File: src/rtl/fb_pkg.sv
// fb_pkg: frame-buffer address and colour-code definitions shared by the renderer and scanout.
package fb_pkg;
  localparam int FB_ADDR_W = 19;
  localparam int FB_STRIDE = 640;
  localparam logic [23:0] COLOR_MOVABLE = 24'h77_77_77;
  localparam logic [23:0] COLOR_STATIC  = 24'h11_11_11;
  localparam logic [23:0] COLOR_BG      = 24'hFF_FF_FF;
  typedef enum logic [1:0] {
    CODE_NONE    = 2'b00,
    CODE_MOVABLE = 2'b01,
    CODE_STATIC  = 2'b10,
    CODE_BG      = 2'b11
  } color_code_t;
  typedef enum logic {
    SHOWING = 1'b0,
    PENDING = 1'b1
  } bank_state_t;
  // The buffer is stored at half resolution: one word per 2x2 display pixels.
  function automatic logic [FB_ADDR_W-1:0] fb_word_addr(input logic [10:0] h, input logic [9:0] v,
                                                        input int stride);
    return FB_ADDR_W'(h[10:1]) + FB_ADDR_W'(stride) * FB_ADDR_W'(v[9:1]);
  endfunction
endpackage

File: src/rtl/fb_delay_line.sv
// fb_delay_line: reset-clearable shift register of DEPTH stages, WIDTH bits each.
module fb_delay_line #(
  parameter int WIDTH = 1,
  parameter int DEPTH = 1
) (
  input  logic             clk_i,
  input  logic             rst_n_i,
  input  logic [WIDTH-1:0] d_i,
  output logic [WIDTH-1:0] q_o
);
  logic [WIDTH-1:0] stage_q [DEPTH];
  always_ff @(posedge clk_i or negedge rst_n_i) begin
    if (!rst_n_i) begin
      for (int i = 0; i < DEPTH; i++) stage_q[i] <= '0;
    end else begin
      stage_q[0] <= d_i;
      for (int i = 1; i < DEPTH; i++) stage_q[i] <= stage_q[i-1];
    end
  end
  assign q_o = stage_q[DEPTH-1];
endmodule

File: src/rtl/frame_scanout.sv
// frame_scanout: reads the 2bpp frame buffer per display pixel, maps codes to RGB,
// aligns sync/active to the read pipeline and owns double-buffer bank selection.
module frame_scanout
  import fb_pkg::*;
#(
  parameter int          FB_STRIDE     = fb_pkg::FB_STRIDE,
  parameter int          RD_LATENCY    = 2,
  parameter logic [23:0] COLOR_MOVABLE = fb_pkg::COLOR_MOVABLE,
  parameter logic [23:0] COLOR_STATIC  = fb_pkg::COLOR_STATIC,
  parameter logic [23:0] COLOR_BG      = fb_pkg::COLOR_BG
) (
  input  logic        clk_in,
  input  logic        rst_n_in,
  input  logic [10:0] hcount_in,
  input  logic [9:0]  vcount_in,
  input  logic        hsync_in,
  input  logic        vsync_in,
  input  logic        active_draw_in,
  input  logic        new_frame_in,
  input  logic        render_done_in,
  output logic [19:0] rd_addr_out,
  output logic        rd_en_out,
  input  logic [1:0]  rd_data_in,
  output logic        wr_bank_out,
  output logic [7:0]  red_out,
  output logic [7:0]  green_out,
  output logic [7:0]  blue_out,
  output logic        hsync_out,
  output logic        vsync_out,
  output logic        active_out,
  output logic [7:0]  dropped_out
);
  bank_state_t state_q, state_d;
  logic        show_bank_q, show_bank_d;
  logic [7:0]  dropped_q, dropped_d;
  logic        swap, drop;
  logic [19:0] rd_addr_q, rd_addr_d;
  logic        rd_en_q;
  logic [23:0] rgb_q, rgb_d;
  logic [2:0]  sync_q, sync_dly;
  color_code_t code;

  always_ff @(posedge clk_in or negedge rst_n_in) begin
    if (!rst_n_in) begin
      state_q     <= SHOWING;
      show_bank_q <= 1'b0;
      dropped_q   <= '0;
    end else begin
      state_q     <= state_d;
      show_bank_q <= show_bank_d;
      dropped_q   <= dropped_d;
    end
  end

  // A frame finishing while one is already waiting displaces it; a same-cycle new_frame wins.
  always_comb begin
    swap    = new_frame_in && (render_done_in || state_q == PENDING);
    drop    = state_q == PENDING && render_done_in && !new_frame_in;
    state_d = new_frame_in ? SHOWING : render_done_in ? PENDING : state_q;
  end

  always_comb begin
    show_bank_d = show_bank_q ^ swap;
    dropped_d   = (drop && dropped_q != 8'hFF) ? dropped_q + 8'd1 : dropped_q;
    wr_bank_out = ~show_bank_q;
  end

  assign dropped_out = dropped_q;

  // {hsync, vsync, active} delayed to line up with rd_data_in; one more stage below.
  fb_delay_line #(
    .WIDTH(3),
    .DEPTH(RD_LATENCY + 1)
  ) u_sync_dly (
    .clk_i  (clk_in),
    .rst_n_i(rst_n_in),
    .d_i    ({hsync_in, vsync_in, active_draw_in}),
    .q_o    (sync_dly)
  );

  always_comb begin
    rd_addr_d = {show_bank_q, fb_word_addr(hcount_in, vcount_in, FB_STRIDE)};
    code      = color_code_t'(rd_data_in);
    rgb_d     = !sync_dly[0]          ? 24'h0 :
                code == CODE_MOVABLE  ? COLOR_MOVABLE :
                code == CODE_STATIC   ? COLOR_STATIC :
                code == CODE_BG       ? COLOR_BG : 24'h0;
  end

  always_ff @(posedge clk_in or negedge rst_n_in) begin
    if (!rst_n_in) begin
      rd_addr_q <= '0;
      rd_en_q   <= 1'b0;
      rgb_q     <= '0;
      sync_q    <= '0;
    end else begin
      rd_addr_q <= rd_addr_d;
      rd_en_q   <= active_draw_in;
      rgb_q     <= rgb_d;
      sync_q    <= sync_dly;
    end
  end

  assign rd_addr_out                          = rd_addr_q;
  assign rd_en_out                            = rd_en_q;
  assign {red_out, green_out, blue_out}       = rgb_q;
  assign {hsync_out, vsync_out, active_out}   = sync_q;
endmodule

File: config.mk
export PLATFORM = sky130hd
export DESIGN_NAME = frame_scanout
export DESIGN_NICKNAME = d
export VERILOG_FILES = /design/src/rtl/fb_pkg.sv /design/src/rtl/fb_delay_line.sv /design/src/rtl/frame_scanout.sv
export SDC_FILE = /design/constraint.sdc
export NUM_CORES = 1
export LEC_CHECK = 0
export ABC_AREA = 1
export BUFFER_PORTS_ARGS = -buffer_cell sky130_fd_sc_hd__buf_2
export CORE_UTILIZATION = 40
export CTS_CLUSTER_DIAMETER = 80
export CTS_CLUSTER_SIZE = 28
export DETAILED_ROUTE_END_ITERATION = 8
export GPL_TIMING_DRIVEN = 0
export PLACE_DENSITY = 0.67
export SLEW_MARGIN = 5
export SYNTH_ARGS = -nofsm -noshare
export SYNTH_HDL_FRONTEND = slang
export SYNTH_SLANG_ARGS = --single-unit
File: constraint.sdc
create_clock -name clk_in -period 4.1 [get_ports clk_in]
set_clock_uncertainty 0.2 [all_clocks]
set_input_delay 0.205 -clock clk_in [delete_from_list [all_inputs] [get_ports clk_in]]
set_output_delay 0.205 -clock clk_in [all_outputs]
set_load 0.02 [all_outputs]
==> metrics.log, run 1 <==
[metrics] Synth Area in Compound Gates: 0.0386
[metrics] number of clock sinks seen by CTS: 45
[metrics] post-synth cell types: 30
[metrics] clock root cell: clkbuf_8
[metrics] number of cells on the worst hold path: 3
[metrics] Post-Layout Cell Count: 416
[metrics] routed wire length on met2: 2190 µm
[metrics] final global-route overflow total: 0
[metrics] CTS tree: yes
[metrics] most used flip-flop cell after synthesis: dfrtp_1
[metrics] net count of the mapped netlist: 284
[metrics] xor/xnor cell area share of the yosys netlist: 0.0488
[metrics] Die Y-Extent: 78.4 µm
[metrics] highest achievable clock rate: 0.441 GHz
[metrics] violation count after the first detailed-route iteration: 45
[metrics] width of the die: 78.4 µm
[metrics] DR WL met3: 257 µm
[metrics] count of fill cells added during filler insertion: 500
[metrics] CP arrival: 2.26 ns
[metrics] MaxCap Viol Count: 0
[metrics] highest routing layer actually used: met4
[metrics] total detailed-routing wirelength: 4110 µm
[metrics] final period demand of the worst path: 2.27 ns
[metrics] met1 routed wirelength after detailed routing: 1610 µm
[metrics] number of clock buffers inserted by TritonCTS: 5
[metrics] average instance area after synthesis: 9.97 µm²
[metrics] number of buffers inserted by port buffering: 84
[metrics] Via Count: 1831
[metrics] count of yosys warnings during synthesis: 0
[metrics] standard cell area after detailed placement: 2840 µm²
[metrics] critical path endpoint category: flip-flop
[metrics] ys async rst share: 1.00
[metrics] clock latency reported for the late side of the worst-skew pair: 0.29 ns
[metrics] Clock Tree Buf Depth: 2
[metrics] Worst-path clk slew: 0.08 ns
[metrics] synthesized cell area: 2330 µm²
[metrics] actual transition at the worst max-transition pin: 0.949 ns
[metrics] Worst Reg2Reg Path Length in Cells: 7
[metrics] end of the worst register-to-register path: dropped_out[3]$_DFFE_PN0P_
[metrics] worst IR drop on VDD: 0.000196 V
[metrics] category of the most critical setup path: primary input to flip-flop
[metrics] vias in the first global route: 1699
[metrics] nets@finish: 393
[metrics] Final Setup Violations: 0
[metrics] number of optimization iterations in the first detailed-route pass: 4
[metrics] required time of the critical path: 4.09 ns
[metrics] Crit Path Max Fanout: 5
[metrics] routability-driven placement congestion ratio: 0.816
[metrics] die area: 6140 µm²
[metrics] wire length of the first global-routing pass: 7010 µm
[metrics] Pleak: 0.00173 µW
[metrics] deepest level of the CTS H-tree: 2
[metrics] proportion of synthesized area in mux cells: 0
[metrics] category of the worst setup path launch point: primary input
[metrics] cell area power density: 415 nW/µm²
[metrics] number of flip-flops and latches in the synthesized netlist: 45
[metrics] Starting Density: 0.419
[metrics] Hold/Removal Path Class: primary input to flip-flop
[metrics] status: complete, no violations
[metrics] simple-gate portion of the synthesized area: 0.197
[metrics] post-placement cell count: 390
[metrics] gr usage total: 0.145
[metrics] maximum number of pins on one net before global-route repair: 46
[metrics] ratio of final minimum period to clock period: 0.554
[metrics] number of resized instances in the post-cts repair step: 0
[metrics] finished layout cell area: 3140 µm²
[metrics] placeable core area: 5570 µm²
[metrics] main combinational cell family by area after synthesis: simple AND/OR/NAND/NOR gates
[metrics] Layout area overhead: 34.6%
[metrics] number of rows in the core area: 27
[metrics] worst max-slew margin expressed relative to the limit: 0.367
[metrics] sequential element share of the synthesized area: 0.483
[metrics] number of diodes added for antenna fixing: 0
[metrics] aggregate negative setup slack: 0 ns
[metrics] EDFF count, synth: 0
[metrics] Adder-Cell Fraction of Synth Area: 0.114
[metrics] hold violation total from the final report: 0
[metrics] post-DP HPWL: 3260 µm
[metrics] setup repair after global routing missed its margin: false
[metrics] flop2flop setup slack: 2.44 ns
[metrics] number of antenna violations at the first check in global routing: 0
[metrics] DRC Markers: 0
[metrics] vias per inst: 4.40
[metrics] Min-Delay Startpoint: render_done_in
[metrics] antenna-violating nets left: 0
[metrics] r2r startpoint: dropped_out[1]$_DFFE_PN0P_
[metrics] number of placed I/O pins: 87
[metrics] final number of max-transition violations: 0
[metrics] fraction of final layout cells sized beyond drive strength 1: 0.398
[metrics] Hold Path End: state_q$_DFFE_PN0P_
[metrics] Routed WL per cell: 9.88 µm
[metrics] synthesized instance count: 234
what timing repair did:
action                     4_1_cts  5_1_grt
setup endpoints to repair        0        0
buffers inserted                 0        0
hold buffers                    18        0
hold endpoints to repair        61        0
stage by stage:
step / power [µW] / hold WS [ns] / setup slack [ns] / util
floorplan: 831 / -0.291 / 1.95 / -
global placement: 955 / 0.114 / 1.67 / 0.510
detailed placement: 966 / 0.114 / 1.62 / 0.510
CTS: 1330 / 0.0155 / 1.82 / 0.563
global route: 1380 / 0.0271 / 1.69 / 0.563
finish: 1300 / 0.0267 / 1.83 / 0.563
layout make-up:
cell class              instances  area (µm²)  share of cell area
flip-flops and latches         45        1130               0.359
multi-input cells             136         930               0.296
repair buffers                102         601               0.191
plain buffers                  21         158              0.0502
inverters                      32         120              0.0382
well taps                      72        90.1              0.0287
clock buffers                   5        68.8              0.0219
clock inverters                 3        47.5              0.0151
cells by family (layout without fill, tap and decap cells):
kind of cell / count (synthesis) / in the layout
simple gates: 88 / 88
buf+inv: 53 / 163
flops: 45 / 45
fa+ha+maj: 20 / 20
compound gates: 15 / 15
xor+xnor: 13 / 13
flip-flops by register name (all words and copies together), names as in the netlist:
register and cells:
u_sync_dly.q_o 3, show_bank_q 1, u_sync_dly.stage_q 6, dropped_out 8, rd_addr_out 20, sync_q 3, state_q 1, rgb_q 3
worst max-delay path by stage:
stage                     slack, ns  depth (start not counted)                   endpoint         start
final                          1.83                         12  rd_addr_out[17]$_DFF_PN0_  vcount_in[9]
after global routing           1.69                         13  rd_addr_out[17]$_DFF_PN0_  hcount_in[8]
after CTS                      1.82                         13  rd_addr_out[17]$_DFF_PN0_  hcount_in[8]
after detailed placement       1.62                         11  rd_addr_out[16]$_DFF_PN0_  vcount_in[2]
after global placement         1.67                         11  rd_addr_out[16]$_DFF_PN0_  vcount_in[2]
after floorplan                1.95                         10  rd_addr_out[16]$_DFF_PN0_  vcount_in[2]
layout by cell type, fill, tap and decap left out, types with 2 or more instances in the layout:
cell / n
nand2_4: 2
nand3_1: 13
clkbuf_8: 5
a21oi_1: 7
xor2_1: 8
buf_2: 84
inv_6: 2
buf_4: 21
inv_1: 30
nand3b_1: 2
nor2_1: 7
nand4_1: 3
nor2_2: 5
fa_1: 2
dfrtp_1: 45
o21ai_0: 2
nand2_1: 43
nor2_4: 2
nand2_2: 7
xnor2_1: 5
dlygate4sd3_1: 18
ha_1: 18
layer usage:
| layer | vias up | track usage |
|---|---|---|
| li1 | 937 | - |
| met1 | 820 | 0.155 |
| met2 | 68 | 0.275 |
| met3 | 6 | 0.0360 |
| met4 | 0 | 0.0500 |
| met5 | - | 0 |
cells in the mapped netlist (2+ instances only):
master    instances  area share
a21oi_1           7       0.015
nand2_1          43       0.069
o21ai_0           2      0.0043
fa_1              2       0.017
inv_1            30       0.048
xnor2_1           5       0.019
nand2_4           2      0.0097
xor2_1            8       0.030
buf_4            21       0.068
ha_1             18       0.097
nor2_1            7       0.011
nand2_2           7       0.019
nor2_2            5       0.013
nand3_1          13       0.028
nand4_1           3      0.0080
nor2_4            2      0.0097
nand3b_1          2      0.0064
dfrtp_1          45        0.48
power breakdown:
group          internal (µW)  leakage [µW]  switching [µW]
Sequential               510      0.000542            39.1
Clock                    186     0.0000591             154
Combinational            158       0.00113             257
Total                    854       0.00173             450
worst max-delay path, stage by stage:
cell and delay [ns]:
dlygate4sd3_1 0.53, buf_2 0.14, ha_1 0.28, ha_1 0.37, a21oi_1 0.26, nand2_1 0.08, nand2_1 0.06, nand2_1 0.08
inv_1 0.10, nand2_1 0.06, nand2_1 0.06, nand2_1 0.04
Note: power is estimated with default switching activity, not from simulation.
==> run 2, diff against run 1 <==
--- a/config.mk
+++ b/config.mk
@@ -5,14 +5,14 @@
 export SDC_FILE = /design/constraint.sdc
 export NUM_CORES = 1
 export LEC_CHECK = 0
-export ABC_AREA = 1
+export ABC_AREA = 0
 export BUFFER_PORTS_ARGS = -buffer_cell sky130_fd_sc_hd__buf_2
 export CORE_UTILIZATION = 40
 export CTS_CLUSTER_DIAMETER = 80
 export CTS_CLUSTER_SIZE = 28
 export DETAILED_ROUTE_END_ITERATION = 8
 export GPL_TIMING_DRIVEN = 0
-export PLACE_DENSITY = 0.67
+export PLACE_DENSITY = 0.68
 export SLEW_MARGIN = 5
 export SYNTH_ARGS = -nofsm -noshare
 export SYNTH_HDL_FRONTEND = slang
==> constraint.sdc (replaced) <==
create_clock -name clk_in -period 2.4 [get_ports clk_in]
set_clock_uncertainty 0.2 [all_clocks]
set_input_delay 0.12 -clock clk_in [delete_from_list [all_inputs] [get_ports clk_in]]
set_output_delay 0.12 -clock clk_in [all_outputs]
set_load 0.02 [all_outputs]
==> run 2 against run 1 <==
  * Routed wire length fell by 11%
  * Combinational power increased by 60%
  * Count of clock-buffer cells in the layout rose by 2
  * Synthesized area down 9.8%
  * Via count fell by 17%
  * Die area down 9.6%
  * Cell area shrank 5.5%
  * Power up 67%
  * Flip-flop and latch count did not move
  * Setup slack worse by 1.7 ns
  * Core utilization up 2.1 points
  * First-iteration DRC count increased by 2.2%
==> metrics.log, run 2 <==
[metrics] number of cells on the worst hold path: 3 (unchanged)
[metrics] final period demand of the worst path: 2.29 ns
[metrics] DRC Markers: 0 (unchanged)
[metrics] commonest non-fill, non-tap cell in the layout: buf_2
[metrics] deepest level of the CTS H-tree: 2 (unchanged)
[metrics] part of the power in registers: 0.432 (+0.011)
[metrics] Final Setup Violations: 0 (unchanged)
[metrics] count of buffering cells on the critical path with inverters included: 3 (unchanged)
[metrics] Pleak: 0.00157 µW (-9.5%)
[metrics] cell area power density: 732 nW/µm² (+76%)
[metrics] flip-flop count of the largest register after layout: 20 (unchanged)
[metrics] ratio of final minimum period to clock period: 0.953
[metrics] ys async rst share: 1.00 (unchanged)
[metrics] required time of the critical path: 2.36 ns (-1.73 ns)
[metrics] Crit Path Max Fanout: 4 (-1)
[metrics] number of diodes added for antenna fixing: 0 (unchanged)
[metrics] highest achievable clock rate: 0.437 GHz
[metrics] Hold/Removal Path Class: primary input to flip-flop
[metrics] gr usage total: 0.139 (-0.00638)
[metrics] die area: 5560 µm² (-9.6%)
[metrics] post-synth cell types: 30 (unchanged)
[metrics] final number of max-transition violations: 0 (unchanged)
[metrics] worst hold slack: 0.0114 ns (-0.0153 ns)
[metrics] Post-Layout Cell Count: 351 (-16%)
[metrics] category of the worst setup path launch point: primary input
[metrics] depth of the critical timing path with buffers and inverters included: 10 (-2)
[metrics] category of the most critical setup path: primary input to flip-flop
[metrics] violation count after the first detailed-route iteration: 46 (+2.2%)
[metrics] post-synth top area share: 0.535 (+0.0525)
[metrics] aggregate negative setup slack: 0 ns (unchanged)
[metrics] Via Count: 1518 (-17%)
[metrics] antenna-violating nets left: 0 (unchanged)
[metrics] commonest cells after routing, fill and taps aside: 84 x buf_2, 45 x dfrtp_1, 22 x buf_4
[metrics] CTS tree: yes
[metrics] number of rows in the core area: 26 (-3.7%)
[metrics] net count of the mapped netlist: 219 (-23%)
[metrics] final global-route overflow total: 0 (unchanged)
[metrics] nets@finish: 330 (-16%)
[metrics] cell internal power dissipation: 1490 µW (+75%)
[metrics] status: complete, no violations
[metrics] clock latency reported for the late side of the worst-skew pair: 0.28 ns (about the same)
[metrics] CP arrival: 2.25 ns (about the same)
[metrics] Worst-path clk slew: 0.08 ns (about the same)
[metrics] worst max-slew margin expressed relative to the limit: 0.372 (+0.00415)
[metrics] clock root cell: clkbuf_8
[metrics] Clock Power Share: 0.262 (+0.002)
[metrics] hold violation total from the final report: 0 (unchanged)
[metrics] Die Y-Extent: 74.5 µm (-4.9%)
[metrics] number of clock sinks seen by CTS: 45 (unchanged)
[metrics] Final Core Density: 0.585 (+0.0214)
[metrics] wire length of the first global-routing pass: 5830 µm (-17%)
[metrics] width of the die: 74.5 µm (-4.9%)
[metrics] synthesized cell area: 2100 µm² (-9.8%)
[metrics] library cell occupying the most area in the post-synthesis netlist: dfrtp_1
[metrics] sequential element share of the synthesized area: 0.535 (+0.0525)
[metrics] total power consumption of the routed design: 2170 µW (+67%)
[metrics] cell chain of the critical path: dlygate4sd3_1 -> buf_2 -> ha_1 -> ha_4 -> inv_1 -> o21bai_1 -> a41o_1 -> xor2_2 -> nand4_1 -> xor2_1
[metrics] routability-driven placement congestion ratio: 0.672 (-18%)
[metrics] critical path's slowest cell: dlygate4sd3_1
[metrics] kind of cell with the highest combined delay on the critical path: buffers and inverters
[metrics] post-placement cell count: 323 (-17%)
[metrics] sw frac: 0.314 (-0.0309)
[metrics] fraction of final layout cells sized beyond drive strength 1: 0.438 (+0.0395)
[metrics] total detailed-routing wirelength: 3650 µm (-11%)
[metrics] number of buffers inserted by port buffering: 84 (unchanged)
[metrics] placeable core area: 5070 µm² (-9.0%)
[metrics] critical path endpoint category: flip-flop
[metrics] Layout area overhead: 41.0%
[metrics] leading cell types by total area after synthesis: dfrtp_1 54%, ha_1 11%, buf_4 7.5%, xnor2_1 5.8%, xor2_1 3.7%
[metrics] count of yosys warnings during synthesis: 0 (unchanged)
[metrics] setup repair after global routing missed its margin: false
[metrics] number of flip-flops and latches in the synthesized netlist: 45 (unchanged)
[metrics] Starting Density: 0.415 (-0.00394)
[metrics] Routed WL per cell: 10.4 µm (+5.2%)
[metrics] Clock Tree Buf Depth: 2 (unchanged)
[metrics] vias per inst: 4.32 (-1.7%)
[metrics] most used flip-flop cell after synthesis: dfrtp_1
[metrics] number of antenna violations at the first check in global routing: 0 (unchanged)
[metrics] Worst Reg2Reg Path Length in Cells: 6 (-1)
[metrics] number of optimization iterations in the first detailed-route pass: 3 (-1)
[metrics] Comb power frac: 0.305 (-0.014)
[metrics] EDFF count, synth: 0 (unchanged)
[metrics] Slowest Stage Delay on Critical Path: 0.53 ns (about the same)
[metrics] number of clock buffers inserted by TritonCTS: 5 (unchanged)
[metrics] vias in the first global route: 1342 (-21%)
[metrics] actual transition at the worst max-transition pin: 0.943 ns (-0.00623 ns)
[metrics] number of placed I/O pins: 87 (unchanged)
[metrics] most common cell in the synthesized netlist: dfrtp_1
[metrics] MaxCap Viol Count: 0 (unchanged)
[metrics] average instance area after synthesis: 12.5 µm² (+25%)
[metrics] top cell types by occurrence after synthesis: 45 x dfrtp_1, 21 x buf_4, 18 x ha_1
[metrics] power spent charging and discharging nets: 683 µW (+52%)
[metrics] worst IR drop on VDD: 0.000297 V (+52%)
[metrics] maximum number of pins on one net before global-route repair: 46 (unchanged)
[metrics] post-DP HPWL: 2680 µm (-18%)
[metrics] synthesized instance count: 169 (-28%)
run 2: cell count changes after synthesis, sizes merged, moves of 3 or more:
cell	previous run	this run
xnor2	5	14
and3	0	3
nor2	14	5
nand3	15	5
nand2	52	5
inv	31	13
run 2: area by class of cell:
type	count	area, µm²
repair buffers	104	618
plain buffers	21	158
flip-flops and latches	45	1130
fillers	438	2110
inverters	13	48.8
clock inverters	1	30.0
clock buffers	7	86.3
multi-input cells	90	813
well taps	70	87.6
run 2: metrics by stage:
stage	worst slack, ns	area, µm²
5_1_grt	0.00102	2970
2_1_floorplan	0.161	2100
3_5_place_dp	-0.139	2610
4_1_cts	0.0187	2920
6_report	0.113	2970
3_3_place_gp	-0.138	2610
run 2: path summary, 6_finish.rpt:
path,from,endpoint,slack [ns]
min reg2reg,u_sync_dly.stage_q[7]$_DFF_PN0_,u_sync_dly.stage_q[4]$_DFF_PN0_,0.15
min in group asynchronous,rst_n_in,dropped_out[3]$_DFFE_PN0P_,0.32
max reg2reg,dropped_out[2]$_DFFE_PN0P_,dropped_out[5]$_DFFE_PN0P_,0.70
max in group asynchronous,rst_n_in,dropped_out[0]$_DFFE_PN0P_,1.10
min,hcount_in[10],rd_addr_out[9]$_DFF_PN0_,0.01
max,vcount_in[9],rd_addr_out[17]$_DFF_PN0_,0.11
run 2: power by group through the flow:
stage          clock network [µW]  logic (µW)  registers [µW]
2_1_floorplan                   0         278            1080
3_3_place_gp                    0         607             953
5_1_grt                       617         738             959
3_5_place_dp                    0         617             958
6_report                      570         664             940
4_1_cts                       588         646             942
run 2: timing repair:
| action | in CTS | in global routing |
|---|---|---|
| hold buffers | 19 | 0 |
| setup buffers | 0 | 1 |
| resized for setup | 0 | 5 |
| endpoints found under the setup margin | 0 | 2 |
| hold endpoints to repair | 62 | 0 |
run 2: cells by family after synthesis:
family | count (synthesis) | share of synthesized area
flops | 45 | 0.535
buf+inv | 34 | 0.0981
simple gates | 29 | 0.0844
xor+xnor | 23 | 0.0957
fa+ha+maj | 20 | 0.126
compound gates | 17 | 0.0553
mux | 1 | 0.00535
run 2: tightest hold or removal path: cells and delay by family:
kind / cells / cell delay [ns]
buf+inv: 1 / 0.08
xor+xnor: 1 / 0.08
fa+ha+maj: 1 / 0.18
run 2: layer usage:
metal,global-route usage,part of all wire
met2,0.247,0.51
met4,0.0440,0.0080
met5,0,0
met3,0.0379,0.063
met1,0.161,0.42
